--- config.mk ---
export PLATFORM = sky130hd
export DESIGN_NAME = multicycle_ctrl_flat
export DESIGN_NICKNAME = d
export VERILOG_FILES = /design/src/rtl/multicycle_ctrl_pkg.sv /design/src/rtl/multicycle_ctrl_if.sv /design/src/rtl/multicycle_ctrl_opclass_dec.sv /design/src/rtl/multicycle_ctrl.sv /design/src/flat_wrapper.sv
export SDC_FILE = /design/constraint.sdc
export NUM_CORES = 1
export LEC_CHECK = 0
export CAP_MARGIN = 15
export CORE_ASPECT_RATIO = 0.9
export CORE_MARGIN = 5
export CORE_UTILIZATION = 52
export DETAILED_ROUTE_END_ITERATION = 8
export PLACE_DENSITY_LB_ADDON = 0.05
export SLEW_MARGIN = 25
export SYNTH_ARGS = -nofsm -noshare
export SYNTH_HDL_FRONTEND = slang
export SYNTH_SLANG_ARGS = --single-unit
--- constraint.sdc ---
create_clock -name clk -period 5.05 [get_ports clk]
set_clock_uncertainty 0.1 [all_clocks]
set_input_delay 1.515 -clock clk [delete_from_list [all_inputs] [get_ports clk]]
set_output_delay 1.515 -clock clk [all_outputs]
set_load 0.03 [all_outputs]
--- src/rtl/multicycle_ctrl_pkg.sv ---
// Shared types and encodings for the RV32I multi-cycle sequencer.
package riscv_ctrl_pkg;

  typedef enum logic [3:0] {
    FETCH, DECODE, EXEC_R, EXEC_I, MEM_ADDR, MEM_RD,
    MEM_WR, WB_ALU, WB_MEM, BRANCH, JAL, TRAP
  } state_t;

  localparam logic [6:0] OP_R      = 7'b0110011;
  localparam logic [6:0] OP_IMM    = 7'b0010011;
  localparam logic [6:0] OP_LOAD   = 7'b0000011;
  localparam logic [6:0] OP_STORE  = 7'b0100011;
  localparam logic [6:0] OP_BRANCH = 7'b1100011;
  localparam logic [6:0] OP_JAL    = 7'b1101111;

  localparam logic [2:0] F3_BEQ = 3'b000;
  localparam logic [2:0] F3_BNE = 3'b001;

  localparam logic [1:0] ALU_ADD   = 2'b00;
  localparam logic [1:0] ALU_SUB   = 2'b01;
  localparam logic [1:0] ALU_FUNCT = 2'b10;

  localparam logic [1:0] SRCB_RS2  = 2'b00;
  localparam logic [1:0] SRCB_FOUR = 2'b01;
  localparam logic [1:0] SRCB_IMM  = 2'b10;

  localparam logic [1:0] TRAP_NONE    = 2'b00;
  localparam logic [1:0] TRAP_ILLEGAL = 2'b01;
  localparam logic [1:0] TRAP_TIMEOUT = 2'b10;

endpackage

--- src/rtl/multicycle_ctrl_if.sv ---
// Unified memory port handshake between the sequencer (master) and memory (slave).
interface multicycle_ctrl_if;

  logic mem_req;
  logic mem_we;
  logic mem_addr_sel;
  logic mem_ready;

  modport master (output mem_req, mem_we, mem_addr_sel, input mem_ready);
  modport slave  (input mem_req, mem_we, mem_addr_sel, output mem_ready);

endinterface

--- src/rtl/multicycle_ctrl_opclass_dec.sv ---
// Combinational opcode/funct3 classifier: picks the state that follows DECODE
// and qualifies branch conditions.
module ctrl_opclass_dec
  import riscv_ctrl_pkg::*;
(
  input  logic [6:0] opcode,
  input  logic [2:0] funct3,
  output state_t     next_class,
  output logic       illegal,
  output logic       is_store,
  output logic       br_valid,
  output logic       br_ne
);

  always_comb begin
    next_class = TRAP;
    illegal    = 1'b1;
    case (opcode)
      OP_R:               begin next_class = EXEC_R;   illegal = 1'b0; end
      OP_IMM:             begin next_class = EXEC_I;   illegal = 1'b0; end
      OP_LOAD, OP_STORE:  begin next_class = MEM_ADDR; illegal = 1'b0; end
      OP_BRANCH:          begin next_class = BRANCH;   illegal = 1'b0; end
      OP_JAL:             begin next_class = JAL;      illegal = 1'b0; end
      default: ;
    endcase
  end

  assign is_store = (opcode == OP_STORE);
  assign br_valid = (funct3 == F3_BEQ) || (funct3 == F3_BNE);
  assign br_ne    = (funct3 == F3_BNE);

endmodule

--- src/rtl/multicycle_ctrl.sv ---
// Multi-cycle RV32I sequencer: FETCH..WRITEBACK over a shared memory port,
// with bus timeout, illegal-instruction trap and retired-instruction counter.
module multicycle_ctrl
  import riscv_ctrl_pkg::*;
#(
  parameter int MEM_TIMEOUT = 15,
  parameter int CNT_W       = 32
) (
  input  logic             clk,
  input  logic             reset,
  input  logic             run,
  input  logic [6:0]       opcode,
  input  logic [2:0]       funct3,
  input  logic             funct7_5,
  input  logic             alu_zero,
  multicycle_ctrl_if.master mem,
  output logic             ir_write,
  output logic             pc_write,
  output logic             pc_src,
  output logic             alu_src_a,
  output logic [1:0]       alu_src_b,
  output logic [1:0]       alu_op,
  output logic             reg_write,
  output logic             mem_to_reg,
  output logic             trap,
  output logic [1:0]       trap_cause,
  output logic [CNT_W-1:0] instret
);

  localparam int               TMO_W    = $clog2(MEM_TIMEOUT + 1);
  localparam logic [TMO_W-1:0] TMO_LAST = TMO_W'(MEM_TIMEOUT - 1);

  state_t           state;
  logic [TMO_W-1:0] tmo_cnt;
  logic             tmo_hit;
  logic             mem_req, mem_we, mem_addr_sel;

  state_t next_class;
  logic   illegal, is_store, br_valid, br_ne;

  // funct7_5 only steers SUB/SRA inside the ALU decoder; sequencing ignores it.
  logic unused_ok;
  assign unused_ok = funct7_5;

  ctrl_opclass_dec u_dec (
    .opcode     (opcode),
    .funct3     (funct3),
    .next_class (next_class),
    .illegal    (illegal),
    .is_store   (is_store),
    .br_valid   (br_valid),
    .br_ne      (br_ne)
  );

  assign mem.mem_req      = mem_req;
  assign mem.mem_we       = mem_we;
  assign mem.mem_addr_sel = mem_addr_sel;

  // Completion in the last allowed cycle beats the timeout.
  assign tmo_hit = mem_req && !mem.mem_ready && (tmo_cnt == TMO_LAST);

  // NOTE: every signal written here gets a default first, so no latch is inferred.
  always_comb begin
    mem_req      = 1'b0;
    mem_we       = 1'b0;
    mem_addr_sel = 1'b0;
    ir_write     = 1'b0;
    pc_write     = 1'b0;
    pc_src       = 1'b0;
    alu_src_a    = 1'b0;
    alu_src_b    = SRCB_RS2;
    alu_op       = ALU_ADD;
    reg_write    = 1'b0;
    mem_to_reg   = 1'b0;
    case (state)
      FETCH: if (run) begin
        mem_req   = 1'b1;
        alu_src_b = SRCB_FOUR;
        if (mem.mem_ready) begin
          ir_write = 1'b1;
          pc_write = 1'b1;
        end
      end
      DECODE:   alu_src_b = SRCB_IMM;
      EXEC_R:   begin alu_src_a = 1'b1; alu_op = ALU_FUNCT; end
      EXEC_I:   begin alu_src_a = 1'b1; alu_src_b = SRCB_IMM; alu_op = ALU_FUNCT; end
      MEM_ADDR: begin alu_src_a = 1'b1; alu_src_b = SRCB_IMM; end
      MEM_RD:   begin mem_req = 1'b1; mem_addr_sel = 1'b1; end
      MEM_WR:   begin mem_req = 1'b1; mem_addr_sel = 1'b1; mem_we = 1'b1; end
      WB_ALU:   reg_write = 1'b1;
      WB_MEM:   begin reg_write = 1'b1; mem_to_reg = 1'b1; end
      BRANCH: begin
        alu_src_a = 1'b1;
        alu_op    = ALU_SUB;
        pc_src    = 1'b1;
        pc_write  = br_valid && (alu_zero ^ br_ne);
      end
      JAL:      begin pc_write = 1'b1; pc_src = 1'b1; reg_write = 1'b1; end
      default: ;
    endcase
  end

  // NOTE: sequential state is assigned with <= only, so every register sees pre-edge values.
  always_ff @(posedge clk) begin
    if (reset) begin
      state      <= FETCH;
      tmo_cnt    <= '0;
      instret    <= '0;
      trap       <= 1'b0;
      trap_cause <= TRAP_NONE;
    end else begin
      tmo_cnt <= (mem_req && !mem.mem_ready) ? tmo_cnt + 1'b1 : '0;
      if (tmo_hit) begin
        state      <= TRAP;
        trap       <= 1'b1;
        trap_cause <= TRAP_TIMEOUT;
      end else begin
        case (state)
          FETCH:    if (run && mem.mem_ready) state <= DECODE;
          DECODE: begin
            state <= next_class;
            if (illegal) begin
              trap       <= 1'b1;
              trap_cause <= TRAP_ILLEGAL;
            end
          end
          EXEC_R, EXEC_I: state <= WB_ALU;
          MEM_ADDR: state <= is_store ? MEM_WR : MEM_RD;
          MEM_RD:   if (mem.mem_ready) state <= WB_MEM;
          MEM_WR: if (mem.mem_ready) begin
            state   <= FETCH;
            instret <= instret + CNT_W'(1);
          end
          WB_ALU, WB_MEM, JAL: begin
            state   <= FETCH;
            instret <= instret + CNT_W'(1);
          end
          BRANCH: begin
            if (br_valid) begin
              state   <= FETCH;
              instret <= instret + CNT_W'(1);
            end else begin
              state      <= TRAP;
              trap       <= 1'b1;
              trap_cause <= TRAP_ILLEGAL;
            end
          end
          TRAP: ;
          default: begin
            state      <= TRAP;
            trap       <= 1'b1;
            trap_cause <= TRAP_ILLEGAL;
          end
        endcase
      end
    end
  end

endmodule
--- src/flat_wrapper.sv ---
// flat-port wrapper written by rule: the top's interface ports become plain ports
module multicycle_ctrl_flat import riscv_ctrl_pkg::*;
#(
  parameter int MEM_TIMEOUT = 15,
  parameter int CNT_W       = 32
)
  (clk, reset, run, opcode, funct3, funct7_5, alu_zero, ir_write, pc_write, pc_src, alu_src_a, alu_src_b, alu_op, reg_write, mem_to_reg, trap, trap_cause, instret, mem_mem_req, mem_mem_we, mem_mem_addr_sel, mem_mem_ready);
  multicycle_ctrl_if mem_i ();
  input  logic clk;
  input  logic reset;
  input  logic run;
  input  logic [6:0] opcode;
  input  logic [2:0] funct3;
  input  logic funct7_5;
  input  logic alu_zero;
  output logic ir_write;
  output logic pc_write;
  output logic pc_src;
  output logic alu_src_a;
  output logic [1:0] alu_src_b;
  output logic [1:0] alu_op;
  output logic reg_write;
  output logic mem_to_reg;
  output logic trap;
  output logic [1:0] trap_cause;
  output logic [CNT_W-1:0] instret;
  output wire logic [$bits(mem_i.mem_req)-1:0] mem_mem_req;
  output wire logic [$bits(mem_i.mem_we)-1:0] mem_mem_we;
  output wire logic [$bits(mem_i.mem_addr_sel)-1:0] mem_mem_addr_sel;
  input wire logic [$bits(mem_i.mem_ready)-1:0] mem_mem_ready;
  assign mem_mem_req = mem_i.mem_req;
  assign mem_mem_we = mem_i.mem_we;
  assign mem_mem_addr_sel = mem_i.mem_addr_sel;
  assign mem_i.mem_ready = mem_mem_ready;
  multicycle_ctrl #(.MEM_TIMEOUT(MEM_TIMEOUT), .CNT_W(CNT_W)) u_core (.clk(clk), .reset(reset), .run(run), .opcode(opcode), .funct3(funct3), .funct7_5(funct7_5), .alu_zero(alu_zero), .mem(mem_i), .ir_write(ir_write), .pc_write(pc_write), .pc_src(pc_src), .alu_src_a(alu_src_a), .alu_src_b(alu_src_b), .alu_op(alu_op), .reg_write(reg_write), .mem_to_reg(mem_to_reg), .trap(trap), .trap_cause(trap_cause), .instret(instret));
endmodule
==> impl_metrics.csv <==
group,metric,value,unit
placement,place.gp.congestion,0.953,
placement,place.port_buffers,62,
grt,antenna_found_initial,0,
sta,fmax,0.208,GHz
sta,finalHoldViolCount,0,
yosys,ys_seq_area_share,33.6,%
placement,post_dp_cell_area,3200,um^2
final_layout,instances_no_fill,438,
clocking,clk_latency,0.30,ns
final_layout,fillers,417,
yosys,synth_top_area_cell,"dfxtp_1",
worst_setup_path,worstReg2RegStart,"u_core.state[2]",
sta,fin_crit_sh,95.1,%
worst_setup_path,criticalPathCategory,"in -> out",
clocking,clock_path_buffers,2,
worst_setup_path,cp_max_fo,4,
worst_setup_path,endpoint_kind,"primary output",
final_layout,drive_gt1_share,7.77,%
yosys,syn_inst,316,
sta,tns,0,ns
grt,gr-total-overflow,0,
clocking,postCtsSetupBuffers,0,
sta,max-slew-margin-rel,44.4,%
yosys,synth_area,2560,um^2
grt,grt_usage,20.6,%
sta,worstMarginPinSlew,0.831,ns
yosys,synth.most_common_cell,"dfxtp_1",
clocking,tritoncts,"done",
sta,period_minus_slack,4.80,ns
placement,dp_hpwl,4.73,mm
die,io_pins,64,
worst_setup_path,worst_setup_path_start_kind,"input port",
yosys,avgSynthCellArea,8.10,um^2
clocking,htree_levels,2,
drt,routedWlPerCell,14.8,um
placement,dp_cells,430,
drt,num_vias,2503,
clocking,cts_buffers,5,
final_layout,n_antenna_cell,0,
hold_path,min_path_type,"reg -> reg",
drt,vias_per_cell,5.71,
yosys,ys_top_cells_by_area,"dfxtp_1 (34%), nor2_1 (5.4%), a21oi_1 (3.9%), o21ai_0 (3.9%), xor2_1 (3.8%)",
final_layout,nets,391,
yosys,synth_edf_count,0,
pwr,ir_drop,257,uV
drt,drc,0,
clocking,clkTransAtPathRegs,0.08,ns
yosys,async_flop_share,0,%
drt,drt-total-wl,6.48,mm
die,die_h,76.6,um
worst_setup_path,cp.required,3.44,ns
final_layout,syn2layout_area_growth,28.3,%
yosys,yosys.area.top_type_share,33.6,%
grt,grt_max_degree,23,
final_layout,fin_area,3280,um^2
sta,report.final.slew_viol_count,0,
final_layout,multi_input_area,1570,um^2
drt,drt_iter0_markers,151,
run,maxCapViolations,0,
grt,grt_pass1_vias,2402,
die,die_w,84.0,um
hold_path,hold_path_depth,1,
sta,setup_viol,0,
yosys,syn-num-nets,335,
die,dieArea,6430,um^2
clocking,post_cts_resized,0,
hold_path,worstHoldStart,"u_core.tmo_cnt[0]",
yosys,synth_common_cells,"dfxtp_1 (43), nor2_1 (37), nand2_1 (21)",
clocking,clock_sinks,43,
die,core_area,4800,um^2
grt,grt_pass1_wl,11.1,mm
outcome,status,"completed",
sta,grt_setup_unrepaired,"no",
yosys,synth_cell_types,62,
drt,postRouteAntennaNets,0,
clocking,cts_hold_buffers,0,
clocking,cts_root_buf,"clkbuf_8",
yosys,synth_seq_cells,43,
drt,drtPass1Iterations,4,
worst_setup_path,timing.reg2reg.setup_slack,2.63,ns
die,rows,24,
pwr,p_leak,1.13,nW
final_layout,seq_area,861,um^2
die,initial_core_util,53.3,%
yosys,yosysWarnings,0,
worst_setup_path,crit_arrival,3.19,ns
hold_path,whs_endpoint,"u_core.tmo_cnt[0]",
yosys,synthFlopType,"dfxtp_1",
pwr,powerDensity,357,nW/um^2
worst_setup_path,timing.rr.end,"u_core.instret[31]",
worst_setup_path,reg2reg_depth,5,
[power breakdown]
part	leakage [nW]	switching (mW)	internal [mW]
Clock	0.0412	0.121	0.0967
Sequential	0.348	0.0731	0.367
Combinational	0.737	0.302	0.214
Total	1.13	0.496	0.678
[placed cells by master (no fill, tap or decap), types with 3 or more instances in the layout]
| master | synthesis | final |
|---|---|---|
| clkdlybuf4s50_1 | 0 | 62 |
| dfxtp_1 | 43 | 43 |
| nor2_1 | 37 | 37 |
| nand2_1 | 21 | 21 |
| a21oi_1 | 20 | 20 |
| o21ai_0 | 20 | 20 |
| inv_1 | 14 | 14 |
| or3_1 | 12 | 12 |
| xor2_1 | 11 | 11 |
| nand4_1 | 10 | 10 |
| nand3_1 | 10 | 10 |
| xnor2_1 | 7 | 7 |
| nor4_1 | 6 | 6 |
| and3_1 | 5 | 5 |
| nor3_1 | 5 | 5 |
| a31oi_1 | 5 | 5 |
| clkbuf_8 | 0 | 5 |
| nor2b_1 | 4 | 4 |
| and2_1 | 4 | 4 |
| nand2b_1 | 4 | 4 |
| o31ai_1 | 3 | 3 |
| nand4_2 | 3 | 3 |
| and4_1 | 3 | 3 |
| nand4b_1 | 3 | 3 |
| o21ba_2 | 3 | 3 |
| ha_1 | 3 | 3 |
[per-stage QoR]
stage                     utilization [%]  hold WS [ns]  power (mW)  setup slack, ns
after floorplan                         -         0.330       0.795            0.870
after global placement               66.6         0.346       0.959            0.248
after detailed placement             66.6         0.360       0.958            0.250
after CTS                            68.3         0.374        1.17            0.238
after global routing                 68.3         0.397        1.24            0.160
final                                68.3         0.371        1.17            0.245
[cell families (layout without fill, tap and decap cells)]
group | count (synthesis) | after routing | synth area share [%]
buffers and inverters | 29 | 86 | 4.99
muxes | 1 | 1 | 0.391
xor gates and xnor gates | 18 | 18 | 6.16
and+or+nand+nor | 147 | 147 | 34.3
AOI/OAI and AO/OA | 75 | 75 | 19.1
DFF | 43 | 43 | 33.6
adders and majority gates | 3 | 3 | 1.47
[worst max-delay path by stage]
stage          startpoint       end  slack, ns  cells after the start
4_1_cts               run  pc_write       0.24                      5
3_5_place_dp          run  pc_write       0.25                      5
3_3_place_gp    funct3[2]  pc_write       0.25                      5
5_1_grt               run  pc_write       0.16                      5
2_1_floorplan         run  pc_write       0.87                      3
6_report              run  pc_write       0.25                      5
[sequential cells by signal (all words and copies together) (netlist names)]
name,cells
u_core.state,4
u_core.tmo_cnt,4
u_core.trap,1
u_core.instret,32
u_core.trap_cause,2
[per-layer routing]
metal  up-vias  wire [um]  global-route usage (%)
met5         -          0                       0
met4         0         65                    5.95
met3         8        525                    7.57
met2        82       2820                    30.0
met1      1151       3060                    28.3
li1       1262          -                       -
[layout make-up]
cell class	count	area share (%)
Clock inverter	2	0.381
Tap cell	65	2.48
Clock buffer	6	2.21
Multi-Input combinational cell	244	47.9
Sequential cell	43	26.2
Timing Repair Buffer	63	19.1
Inverter	15	1.71
[worst max-delay path, cell delays in order]
cell and delay (ns):
clkdlybuf4s50_1 0.51, and3_1 0.21, and2_1 0.16, o21bai_1 0.11, clkdlybuf4s50_1 0.68
Note: power is estimated with default switching activity, not from simulation.
